==> src/rtl/delay_line_pkg.sv <==
// Shared helpers for the multi-channel programmable delay line.
// Covers the width of the delay/count fields and the clamping of requested delays.
package delay_line_pkg;

   function automatic int unsigned cnt_width(input int unsigned depth);
      return $clog2(depth + 1);
   endfunction

   // Out-of-range requests snap to the nearest legal delay instead of being rejected.
   function automatic int unsigned clamp_delay(input int unsigned req, input int unsigned depth);
      if (req == 0) return 1;
      if (req > depth) return depth;
      return req;
   endfunction

endpackage

==> src/rtl/dl_stage.sv <==
// One delay stage: data plus valid, registered on enable. Zero added latency beyond its own flop.
// A clear drops only the valid bit, so a stall or flush never disturbs the data register.
module dl_stage #(
   parameter int DW = 8
) (
   input  logic          clk,
   input  logic          rst,
   input  logic          en,
   input  logic          clr,
   input  logic          in_valid,
   input  logic [DW-1:0] in_data,
   output logic          out_valid,
   output logic [DW-1:0] out_data
);

   always_ff @(posedge clk) begin
      if (rst) begin
         out_valid <= 1'b0;
         out_data  <= '0;
      end else if (clr) begin
         out_valid <= 1'b0;
      end else if (en) begin
         out_valid <= in_valid;
         out_data  <= in_data;
      end
   end

endmodule

==> src/rtl/delay_line_mc.sv <==
// NCH-lane delay line with runtime delay D (1..DEPTH); output taps stage D-1 combinationally.
// i_en low freezes everything (each stalled cycle adds one cycle of latency); flush/delay write drop all samples.
module delay_line_mc
   import delay_line_pkg::*;
#(
   parameter int WIDTH     = 8,
   parameter int NCH       = 2,
   parameter int DEPTH     = 4,
   parameter int DEF_DELAY = DEPTH
) (
   input  logic                             clk,
   input  logic                             rst,
   input  logic                             i_en,
   input  logic                             i_valid,
   input  logic [NCH*WIDTH-1:0]             i_data,
   input  logic                             i_flush,
   input  logic                             i_delay_we,
   input  logic [$clog2(DEPTH+1)-1:0]       i_delay,
   output logic [NCH*WIDTH-1:0]             o_data,
   output logic                             o_valid,
   output logic [$clog2(DEPTH+1)-1:0]       o_count,
   output logic                             o_full,
   output logic [$clog2(DEPTH+1)-1:0]       o_delay
);

   localparam int DW    = int'(cnt_width(DEPTH));
   localparam int DAT_W = NCH * WIDTH;
   localparam logic [DW-1:0] DEF_D = DW'(clamp_delay(DEF_DELAY, DEPTH));

   typedef struct packed {
      logic             valid;
      logic [DAT_W-1:0] data;
   } stage_t;

   logic             stg_vld [DEPTH];
   logic [DAT_W-1:0] stg_dat [DEPTH];
   logic [DW-1:0]    delay_q;
   logic [DW-1:0]    count_q;
   logic             clr;
   logic             shift;
   stage_t           out_sel;

   // A delay write always implies a flush, so both share the valid-clear path.
   assign clr   = i_delay_we | i_flush;
   assign shift = i_en & ~clr;

   for (genvar k = 0; k < DEPTH; k++) begin : g_stage
      if (k == 0) begin : g_head
         dl_stage #(.DW(DAT_W)) u_stage (
            .clk       (clk),
            .rst       (rst),
            .en        (shift),
            .clr       (clr),
            .in_valid  (i_valid),
            .in_data   (i_data),
            .out_valid (stg_vld[k]),
            .out_data  (stg_dat[k])
         );
      end else begin : g_body
         dl_stage #(.DW(DAT_W)) u_stage (
            .clk       (clk),
            .rst       (rst),
            .en        (shift),
            .clr       (clr),
            .in_valid  (stg_vld[k-1]),
            .in_data   (stg_dat[k-1]),
            .out_valid (stg_vld[k]),
            .out_data  (stg_dat[k])
         );
      end
   end

   always_comb begin
      out_sel = '0;
      for (int k = 0; k < DEPTH; k++) begin
         if (k == int'(delay_q) - 1) begin
            out_sel.valid = stg_vld[k];
            out_sel.data  = stg_dat[k];
         end
      end
   end

   // Count tracks valid bits in stages 0..D-1: one enters at stage 0, one leaves past stage D-1.
   always_ff @(posedge clk) begin
      if (rst) begin
         count_q <= '0;
      end else if (clr) begin
         count_q <= '0;
      end else if (i_en) begin
         count_q <= count_q + DW'(i_valid) - DW'(out_sel.valid);
      end
   end

   always_ff @(posedge clk) begin
      if (rst) begin
         delay_q <= DEF_D;
      end else if (i_delay_we) begin
         delay_q <= DW'(clamp_delay(32'(i_delay), DEPTH));
      end
   end

   assign o_data  = out_sel.data;
   assign o_valid = out_sel.valid;
   assign o_count = count_q;
   assign o_full  = (count_q == delay_q);
   assign o_delay = delay_q;

endmodule
==> config.mk <==
export PLATFORM = sky130hd
export DESIGN_NAME = delay_line_mc
export DESIGN_NICKNAME = d
export VERILOG_FILES = /design/src/rtl/delay_line_pkg.sv /design/src/rtl/dl_stage.sv /design/src/rtl/delay_line_mc.sv
export SDC_FILE = /design/constraint.sdc
export NUM_CORES = 1
export LEC_CHECK = 0
export ABC_AREA = 1
export CAP_MARGIN = 10
export CELL_PAD_IN_SITES_DETAIL_PLACEMENT = 1
export CELL_PAD_IN_SITES_GLOBAL_PLACEMENT = 2
export CORE_MARGIN = 5
export CORE_UTILIZATION = 32
export DETAILED_ROUTE_END_ITERATION = 12
export PLACE_DENSITY = 0.87
export SLEW_MARGIN = 20
export SYNTH_ARGS = -nofsm -noshare
export SYNTH_HDL_FRONTEND = slang
export SYNTH_SLANG_ARGS = --single-unit
export TNS_END_PERCENT = 10
==> constraint.sdc <==
create_clock -name clk -period 4.85 [get_ports clk]
set_clock_uncertainty 0.05 [all_clocks]
set_input_delay 0.97 -clock clk [delete_from_list [all_inputs] [get_ports clk]]
set_output_delay 0.97 -clock clk [all_outputs]
set_load 0.03 [all_outputs]
# Word level (Yosys, flattened, before mapping)
# Index checks and enable logic that the tools add are counted.
# classes
magnitude_cmp	1
eq_ne	4
addsub	3
bitwise_logic	3
reduce_logical	4
mux	15
# ops
op	count
17-bit 2-to-1 mux	4
32-bit zero test	1
3-bit 2-to-1 mux	3
3-bit by 4-bit equality test with 1-bit output, first input constant	2
1-bit 2-to-1 mux	8
2-bit by 4-bit equality test with 1-bit output, first input constant	1
3-bit by 1-bit subtractor with 4-bit output, second input constant	1
3-bit by 1-bit adder with 3-bit output	1
3-bit equality test	1
3-bit > comparator, second input constant	1
3-bit zero test	1
3-bit by 1-bit subtractor with 3-bit output	1
2-bit AND reduction	1
2-bit OR reduction	1
1-bit bitwise AND	1
1-bit NOT	1
1-bit OR	1
# totals
ff_bits	74
output_inout_bits	24
inputBits	25

# Depth between registers and ports, before layout
# Gate-level depths: netlist of the first run.
# logic_depth
word_depth	9
ltp_mapped	17
mapped_depth_nobuf	16

# Hierarchy
# From an unflattened synthesis of the first run, not the netlist that was laid out.
# hier_totals
hier_cells	586
hier_area_um2	3798.6
# modules_own_cells
mod	area_per_inst_um2	n_inst	cells_per_inst
dl_stage	733.2	4	109
delay_line_mc	865.8	1	150

# Worst setup path before layout of the first run
# Ideal clock, no wire load.
# synth_path
kind	reg2reg
startpoint	register delay_q[2] (netlist: o_delay[2])
endpoint	register count_q[1] (netlist: o_count[1])
arrival_time_ps	2796
t_required_ps	4730
setup_slack_ps	1934
synth_period_minus_slack_ps	2916
stages_incl_launch_ff	14
n_path_buf	1
cell_sequence	dfxtp_1 -> buf_4 -> nor2_2 -> nand3_1 -> nand2_1 -> nor2_1 -> nor2_1 -> ha_1 -> inv_1 -> ha_1 -> inv_1 -> fa_1 -> or2_2 -> a21oi_1
# synth_between
elab_chain_len	7
word_cells_on_any_way	10
cone_classes	2 x add/sub; 3 x eq/ne; 4 x mux; 1 x reduce/logical
# synth_lines
element	line_no	source
from (decl)	delay_line_mc.sv:37	logic [DW-1:0] delay_q;
from (signal assigned)	delay_line_mc.sv:98	delay_q <= DW'(clamp_delay(32'(i_delay), DEPTH));
3-bit by 1-bit subtractor with 4-bit output *	delay_line_mc.sv:76	if (k == int'(delay_q) - 1) begin
32-bit zero test	delay_line_mc.sv:76	
17-bit 2-to-1 mux (3 in series)	delay_line_mc.sv:76	
17-bit 2-to-1 mux *	delay_line_mc.sv:76	
net o_valid	delay_line_mc.sv:20	output logic o_valid,
3-bit by 1-bit subtractor with 3-bit output *	delay_line_mc.sv:90	count_q <= count_q + DW'(i_valid) - DW'(out_sel.valid);
to (signal assigned)	delay_line_mc.sv:90	
to (decl)	delay_line_mc.sv:38	logic [DW-1:0] count_q;
# The timed path passes the listed nets; every way through them passes the cells marked *.
# A chain may end at the register's enable or synchronous reset.

# Final worst setup path of the first run
# layout_path
startpoint	register delay_q[1] (netlist: o_delay[1])
endpoint	output o_data[11]
# layout_between
elab_chain_len	6
word_cells_on_any_way	9
cone_classes	1 x add/sub; 3 x eq/ne; 4 x mux; 1 x reduce/logical
# layout_lines
element	line_no	source
3-bit by 1-bit subtractor with 4-bit output *	delay_line_mc.sv:76	
32-bit zero test	delay_line_mc.sv:76	
17-bit 2-to-1 mux (3 in series)	delay_line_mc.sv:76	
17-bit 2-to-1 mux *	delay_line_mc.sv:76	
to (decl)	delay_line_mc.sv:19	output logic [NCH*WIDTH-1:0] o_data,
# Mark *: on every way between the ends. The rest lies on a longest branch, timed or not.

==> results of run 1 <==
==> sequential cells by signal, summed over array words and instances, names as in the netlist <==
signal and count:
g_stage.g_body.u_stage.out_data 48, g_stage.g_body.u_stage.out_valid 3, g_stage.g_head.u_stage.out_data 16, g_stage.g_head.u_stage.out_valid 1
o_count 3, o_delay 3
==> where the power goes <==
group | total [W] | switching (W) | leakage, nW | internal, W
clock network | 0.000493 | 0.000237 | 0.104 | 0.000256
logic | 0.000169 | 0.000102 | 0.748 | 0.0000671
registers | 0.000659 | 0.0000234 | 0.604 | 0.000636
total | 0.00132 | 0.000362 | 1.46 | 0.000959
==> worst reg2reg max path, cell delays in order, from the launching register on <==
cell,delay [ns]
dfxtp_1,0.61
nor2_2,0.79
nand3_1,0.14
nand2_1,0.11
nor2_1,0.04
nor2_1,0.15
ha_1,0.26
inv_1,0.06
ha_1,0.13
inv_1,0.05
fa_1,0.42
or2_2,0.30
a21oi_1,0.12
==> per-layer routing <==
layer,GRT usage,share of wire
met1,0.218,0.51
met2,0.243,0.44
met3,0.0274,0.035
met4,0.0614,0.015
met5,0,0
==> layout by cell type (no fill, tap or decap) <==
cell             netlist  final
nor2_1               144    144
dfxtp_1               74     74
o21ai_0               70     70
clkdlybuf4s50_1        0     48
nand2_1               46     46
nand4_1               34     34
nand3_1               19     19
inv_1                 11     11
clkbuf_8               0     10
a21oi_1                4      4
inv_2                  4      3
xor2_1                 3      3
buf_4                  6      3
ha_1                   2      2
inv_6                  0      2
nor3_4                 1      1
nor2_2                 1      1
clkinv_1               1      1
nor3_1                 1      1
inv_4                  0      1
or2_2                  1      1
fa_1                   1      1
clkinv_4               0      1
clkbuf_1               8      1
clkinv_2               0      1
bufinv_16              0      1
==> cells by family after synthesis <==
logic type / after synthesis / synth area share
simple gates: 247 / 0.329
compound gates: 74 / 0.116
flops: 74 / 0.462
buf+inv: 47 / 0.0703
xor+xnor: 3 / 0.00820
fa+ha+maj: 3 / 0.0141
==> layout make-up <==
cell class | count | share of cell area
Tap cell | 133 | 0.0425
Clock buffer | 11 | 0.0361
Sequential cell | 74 | 0.379
Timing Repair Buffer | 51 | 0.129
Inverter | 16 | 0.0160
Multi-Input combinational cell | 327 | 0.382
Clock inverter | 5 | 0.0157
==> stage by stage <==
step / setup slack (ns) / util
after floorplan: 1.93 / -
after global placement: 1.17 / 0.379
after detailed placement: 1.13 / 0.380
after CTS: 0.745 / 0.400
after global routing: 0.588 / 0.400
final: 0.810 / 0.400
==> worst paths after layout <==
| kind | to | startpoint | depth (start not counted) |
|---|---|---|---|
| worst min register to register | g_stage[3].g_body.u_stage.out_data[6] | g_stage[3].g_body.u_stage.out_data[6] | 2 |
| worst max register to register | o_count[1] | o_delay[1] | 12 |
| worst max-delay path | o_data[11] | o_delay[1] | 5 |
| worst min-delay path | g_stage[3].g_body.u_stage.out_data[6] | g_stage[3].g_body.u_stage.out_data[6] | 2 |
==> summary.md, run 1 <==
| Metric | Value |
|---|---|
| Seq/Total Area, Yosys | `0.463` |
| Setup_tns | `0 ns` |
| Post-route minimum period | `about 4.0 ns` |
| Worst EP required | `3.83 ns` |
| Share of cells above drive strength 1 | `0.0517` |
| Sequential cell area | `1480 sq um` |
| HPWL after DPL | `5550 microns` |
| Fin area | `3910 sq um` |
| CTS buffer count | `9` |
| Via count | `2971` |
| CP Capture Type | `output pin` |
| Starting Density | `0.328` |
| Worst hold margin | `0.439 ns` |
| Status | `finished, final reports clean` |
| Worst IR Drop VDD | `roughly 0.00015 V` |
| Multi-input gate area | `1500 sq um` |
| CTS sink count | `74` |
| Synth Area per Inst | `7.15 sq um` |
| Ant diodes | `0` |
| Max clock buf depth | `2` |
| I/O Buffers | `between 40 and 50` |
| RSZ-0062 raised after global routing | `no` |
| Placed Area | `3710 sq um` |
| Post-cts sizing count | `0` |
| Final worst-path cycle share | `0.833` |
| Final setup viols | `0` |
| Top cells by count, synth | `nor2_1 (144), dfxtp_1 (74), o21ai_0 (70)` |
| CP bufs+invs | `2` |
| Num rows | `36` |
| Peak Freq | `0.248 GHz` |
| Count leader, synth | `nor2_1` |
| Register-to-register setup slack | `1.57 ns` |
| YS warnings | `0` |
| Placed Cells | `601` |
| Synth top area cells | `dfxtp_1 (46%), nor2_1 (17%), o21ai_0 (11%)` |
| Die ar. | `12100 sq um` |
| LEAKAGE | `1.46 nW` |
| Post-synth EDFFs | `0` |
| Initial antenna violation count | `0` |
| Post-route DRC | `0` |
| DRT Pass-1 Iters | `4` |
| Distinct cells, synth | `23` |
| Clock-pin slew on the worst setup and hold paths | `0.09 ns` |
| Seq cells post-synth | `74` |
| # nets final | `roughly 510` |
| Top cell type's share of synthesized area | `0.463` |
| Layout area overhead | `22.1%` |
| Worst path cell trace | `inv_1, nor3_4, nand2_1, nand4_1, clkdlybuf4s50_1` |
| Num ports | `49` |
| Routed Antenna Nets | `0` |
| Total of max-cap violations | `0` |
| Most area-hungry cell type in the Yosys netlist | `dfxtp_1` |
| Mapped Area | `3200 sq um` |
| Gr ovfl total | `0` |
| Slew Viols, Final | `0` |
| # H-tree levels | `3` |
| Slew margin rel. | `0.360` |
| PwrDens | `approximately 340 nW/um^2` |
| Total of fill cells in the finished design | `1248` |
| Die W | `110 microns` |
| Overall routing resource usage | `0.157` |
| Asr flop ratio synth | `0` |
| Wirelength, routed | `around 9000 microns` |
| Crit path DAT | `about 3.0 ns` |
| CP top delay family | `flip-flops` |
| Gpl congestion | `0.736` |
| Main synth FF type | `dfxtp_1` |
| Vias in the first global route | `around 3000` |
| Critical Path Source Type | `flip-flop` |
| # hold bufs at CTS | `0` |
| Starting DRC count in detailed routing | `165` |
| Postcts setup bufs | `0` |
| Setup CP Type | `reg2out` |
| First-pass GRT wire length | `around 15000 microns` |
| Worst hold-check path type | `reg2reg` |
| Routed len/inst | `14.4 microns` |
| Cells after Synth | `448` |
| CP max FO | `23` |
| Pwr Total | `0.00132 W` |
| Clock root buffer | `clkbuf_8` |
| CTS tree | `yes` |
| CP max stage delay | `around 0.92 ns` |
| Syn nets | `~480` |
| Core Footprint | `9770 sq um` |
| Largest net degree at the start of global routing | `between 60 and 70` |
| Worst-skew pair later-pin latency | `about 0.34 ns` |
| Slowest-stage cell, CP | `dfxtp_1` |
| Non-Filler Instances | `617` |
| Die Ht | `around 110 microns` |
| Fin. Hold Viols | `0` |
| Via/cell ratio | `between 4 and 5` |
| Slew @ Worst Pin | `0.959 ns` |
Power figures use the tool's default switching activity.
==> inputs of run 2 (changes only) <==
--- a/config.mk
+++ b/config.mk
@@ -10,9 +10,9 @@
 export CELL_PAD_IN_SITES_DETAIL_PLACEMENT = 1
 export CELL_PAD_IN_SITES_GLOBAL_PLACEMENT = 2
 export CORE_MARGIN = 5
-export CORE_UTILIZATION = 32
+export CORE_UTILIZATION = 30
 export DETAILED_ROUTE_END_ITERATION = 12
-export PLACE_DENSITY = 0.87
+export PLACE_DENSITY = 0.83
 export SLEW_MARGIN = 20
 export SYNTH_ARGS = -nofsm -noshare
 export SYNTH_HDL_FRONTEND = slang
==> constraint.sdc (replaced) <==
create_clock -name clk -period 4.1 [get_ports clk]
set_clock_uncertainty 0.05 [all_clocks]
set_input_delay 0.82 -clock clk [delete_from_list [all_inputs] [get_ports clk]]
set_output_delay 0.82 -clock clk [all_outputs]
set_load 0.03 [all_outputs]
==> run 2 against run 1 <==
Effect of this change:
- sequential cell count stayed put
- sequential share of layout area is 0.99 points lower
- global-route usage shrank 0.63 points
- die area rose by 6.1%
- via count rose by 1.2%
- cell area increased by 2.7%
- worst setup slack worse by 0.069 ns
- hold slack better by 0.0036 ns
- highest routed layer unchanged
==> summary.md, run 2 (same netlist as run 1, synthesis figures left out) <==
| Metric | Value |
|---|---|
| # H-tree levels | `3 (unchanged)` |
| Initial antenna violation count | `0 (unchanged)` |
| Clock-pin slew on the worst setup and hold paths | `0.08 ns (was 0.09 ns)` |
| LEAKAGE | `1.51 nW (was 1.46 nW)` |
| Peak Freq | `0.298 GHz` |
| Slowest-stage cell, CP | `clkdlybuf4s50_1 (was dfxtp_1)` |
| PwrDens | `421 nW/um^2 (was 338 nW/um^2)` |
| I/O Buffers | `48 (unchanged)` |
| Via count | `3008 (was 2971)` |
| Ant diodes | `0 (unchanged)` |
| Layout area overhead | `25.4% (was 22.1%)` |
| Worst EP required | `3.23 ns (was 3.83 ns)` |
| Die ar. | `12800 sq um (was 12100 sq um)` |
| Final setup viols | `0 (unchanged)` |
| Die W | `113 microns (was 110 microns)` |
| Placed Area | `3770 sq um (was 3710 sq um)` |
| CP Capture Type | `output pin (unchanged)` |
| Clock root buffer | `clkbuf_8 (unchanged)` |
| Setup_tns | `0 ns (unchanged)` |
| Starting DRC count in detailed routing | `145 (was 165)` |
| Most common library cell in the layout ignoring fill and taps | `nor2_1 (unchanged)` |
| Worst path cell trace | `clkinv_1, nand4_1, nand2_1, nor2_1, nor2_1, clkdlybuf4s50_1 (was inv_1, nor3_4, nand2_1, nand4_1, clkdlybuf4s50_1)` |
| CP max FO | `18 (was 23)` |
| Worst hold-check path type | `reg2reg (unchanged)` |
| Via/cell ratio | `4.82 (about the same)` |
| Starting Density | `0.309 (was 0.328)` |
| Largest regs | `g_stage.g_body.u_stage.out_data x48, g_stage.g_head.u_stage.out_data x16 (unchanged)` |
| CTS sink count | `74 (unchanged)` |
| Final worst-path cycle share | `0.819` |
| Crit path DAT | `2.49 ns (was 3.02 ns)` |
| # nets final | `511 (was 507)` |
| Routed len/inst | `15.0 microns (was 14.4 microns)` |
| Post-cts sizing count | `0 (unchanged)` |
| DRT Pass-1 Iters | `4 (unchanged)` |
| Post-route DRC | `0 (unchanged)` |
| Critical Path Source Type | `flip-flop (unchanged)` |
| Most common cell on crit path | `nor2_1` |
| RSZ-0062 raised after global routing | `no (unchanged)` |
| Slew margin rel. | `0.598 (was 0.360)` |
| Fin area | `4020 sq um (was 3910 sq um)` |
| Die Ht | `113 microns (was 110 microns)` |
| Largest net degree at the start of global routing | `65 (was 68)` |
| Post-route minimum period | `3.36 ns` |
| Max clock buf depth | `2 (unchanged)` |
| Total of max-cap violations | `0 (unchanged)` |
| Core Footprint | `10400 sq um (was 9770 sq um)` |
| Vias in the first global route | `2949 (was 3005)` |
| Share of cells above drive strength 1 | `0.0615 (was 0.0517)` |
| Critical Path Stages | `6 (was 5)` |
| Worst-skew pair later-pin latency | `0.34 ns (about the same)` |
| Hold Crit Depth | `2 (unchanged)` |
| Slew @ Worst Pin | `0.603 ns (was 0.959 ns)` |
| Num rows | `37 (was 36)` |
| CP top delay family | `buffers and inverters (was flip-flops)` |
| Postcts setup bufs | `0 (unchanged)` |
| Biggest register | `g_stage.g_body.u_stage.out_data (unchanged)` |
| CP bufs+invs | `2 (unchanged)` |
| CP max stage delay | `0.59 ns (was 0.92 ns)` |
| Gr ovfl total | `0 (unchanged)` |
| # hold bufs at CTS | `0 (unchanged)` |
| Most frequent cells in the layout | `nor2_1 (144), dfxtp_1 (74), o21ai_0 (70) (unchanged)` |
| CTS buffer count | `9 (unchanged)` |
| Max reg flops | `48 (unchanged)` |
| Setup CP Type | `reg2out (unchanged)` |
| Num ports | `49 (unchanged)` |
| Gpl congestion | `0.737 (was 0.736)` |
| Fin. Hold Viols | `0 (unchanged)` |
| Worst IR Drop VDD | `0.000179 V (was 0.000148 V)` |
| Routed Antenna Nets | `0 (unchanged)` |
| CTS tree | `yes (unchanged)` |
| Status | `finished, final reports clean (unchanged)` |
| HPWL after DPL | `6250 microns (was 5550 microns)` |
| Final Core Density | `0.387 (was 0.400)` |
| Wirelength, routed | `9370 microns (was 8890 microns)` |
| Overall routing resource usage | `0.151 (was 0.157)` |
| Worst r2r path cells | `12 (unchanged)` |
| First-pass GRT wire length | `15300 microns (was 14900 microns)` |
| Slew Viols, Final | `0 (unchanged)` |
[run 2: cell count changes in the layout (fill, tap and decap cells not counted), sizes merged]
cell / delta
buf: +4
bufinv: +2
inv: -2
[run 2: tightest hold or removal path: cells and delay by family, from the launching register on]
family,cells,cell delay [ns]
simple gates,2,0.13
flops,1,0.33
[run 2: per-stage QoR]
stage	setup slack [ns]	power [W]	hold WS (ns)	cells
after floorplan	1.18	0.000920	0.405	448
after global placement	1.15	0.000996	0.415	608
after detailed placement	1.11	0.00100	0.429	608
after CTS	0.726	0.00171	0.447	624
after global routing	0.555	0.00178	0.463	624
final	0.741	0.00169	0.443	624
[run 2: path summary, 6_finish.rpt]
| path | startpoint | to | slack, ns |
|---|---|---|---|
| setup / recovery | o_delay[2] | o_valid | 0.74 |
| hold / removal | g_stage[3].g_body.u_stage.out_data[3] | g_stage[3].g_body.u_stage.out_data[3] | 0.44 |
| setup reg to reg | o_delay[2] | o_count[1] | 1.07 |
| hold reg to reg | g_stage[3].g_body.u_stage.out_data[3] | g_stage[3].g_body.u_stage.out_data[3] | 0.44 |
[run 2: layout make-up]
class	count	area [sq um]
clock buffers	11	151
clock inverters	5	100
fillers	1309	6350
inverters	16	60.1
multi-input cells	327	1500
flip-flops and latches	74	1480
well taps	136	170
repair buffers	55	558
[run 2: power breakdown]
part           leakage, nW  internal, W  total [W]  switching [W]
clock                0.129     0.000436   0.000709       0.000273
combinational        0.775    0.0000817   0.000206       0.000124
sequential           0.604     0.000752   0.000778      0.0000264
[run 2: layer usage]
| layer | wire [microns] | global-route usage | part of all wire | vias up |
|---|---|---|---|---|
| li1 | - | - | - | 1540 |
| met1 | 4750 | 0.205 | 0.51 | 1408 |
| met2 | 4190 | 0.239 | 0.45 | 50 |
| met3 | 266 | 0.0267 | 0.028 | 10 |
| met4 | 152 | 0.0561 | 0.016 | 0 |
| met5 | 0 | 0 | 0 | - |
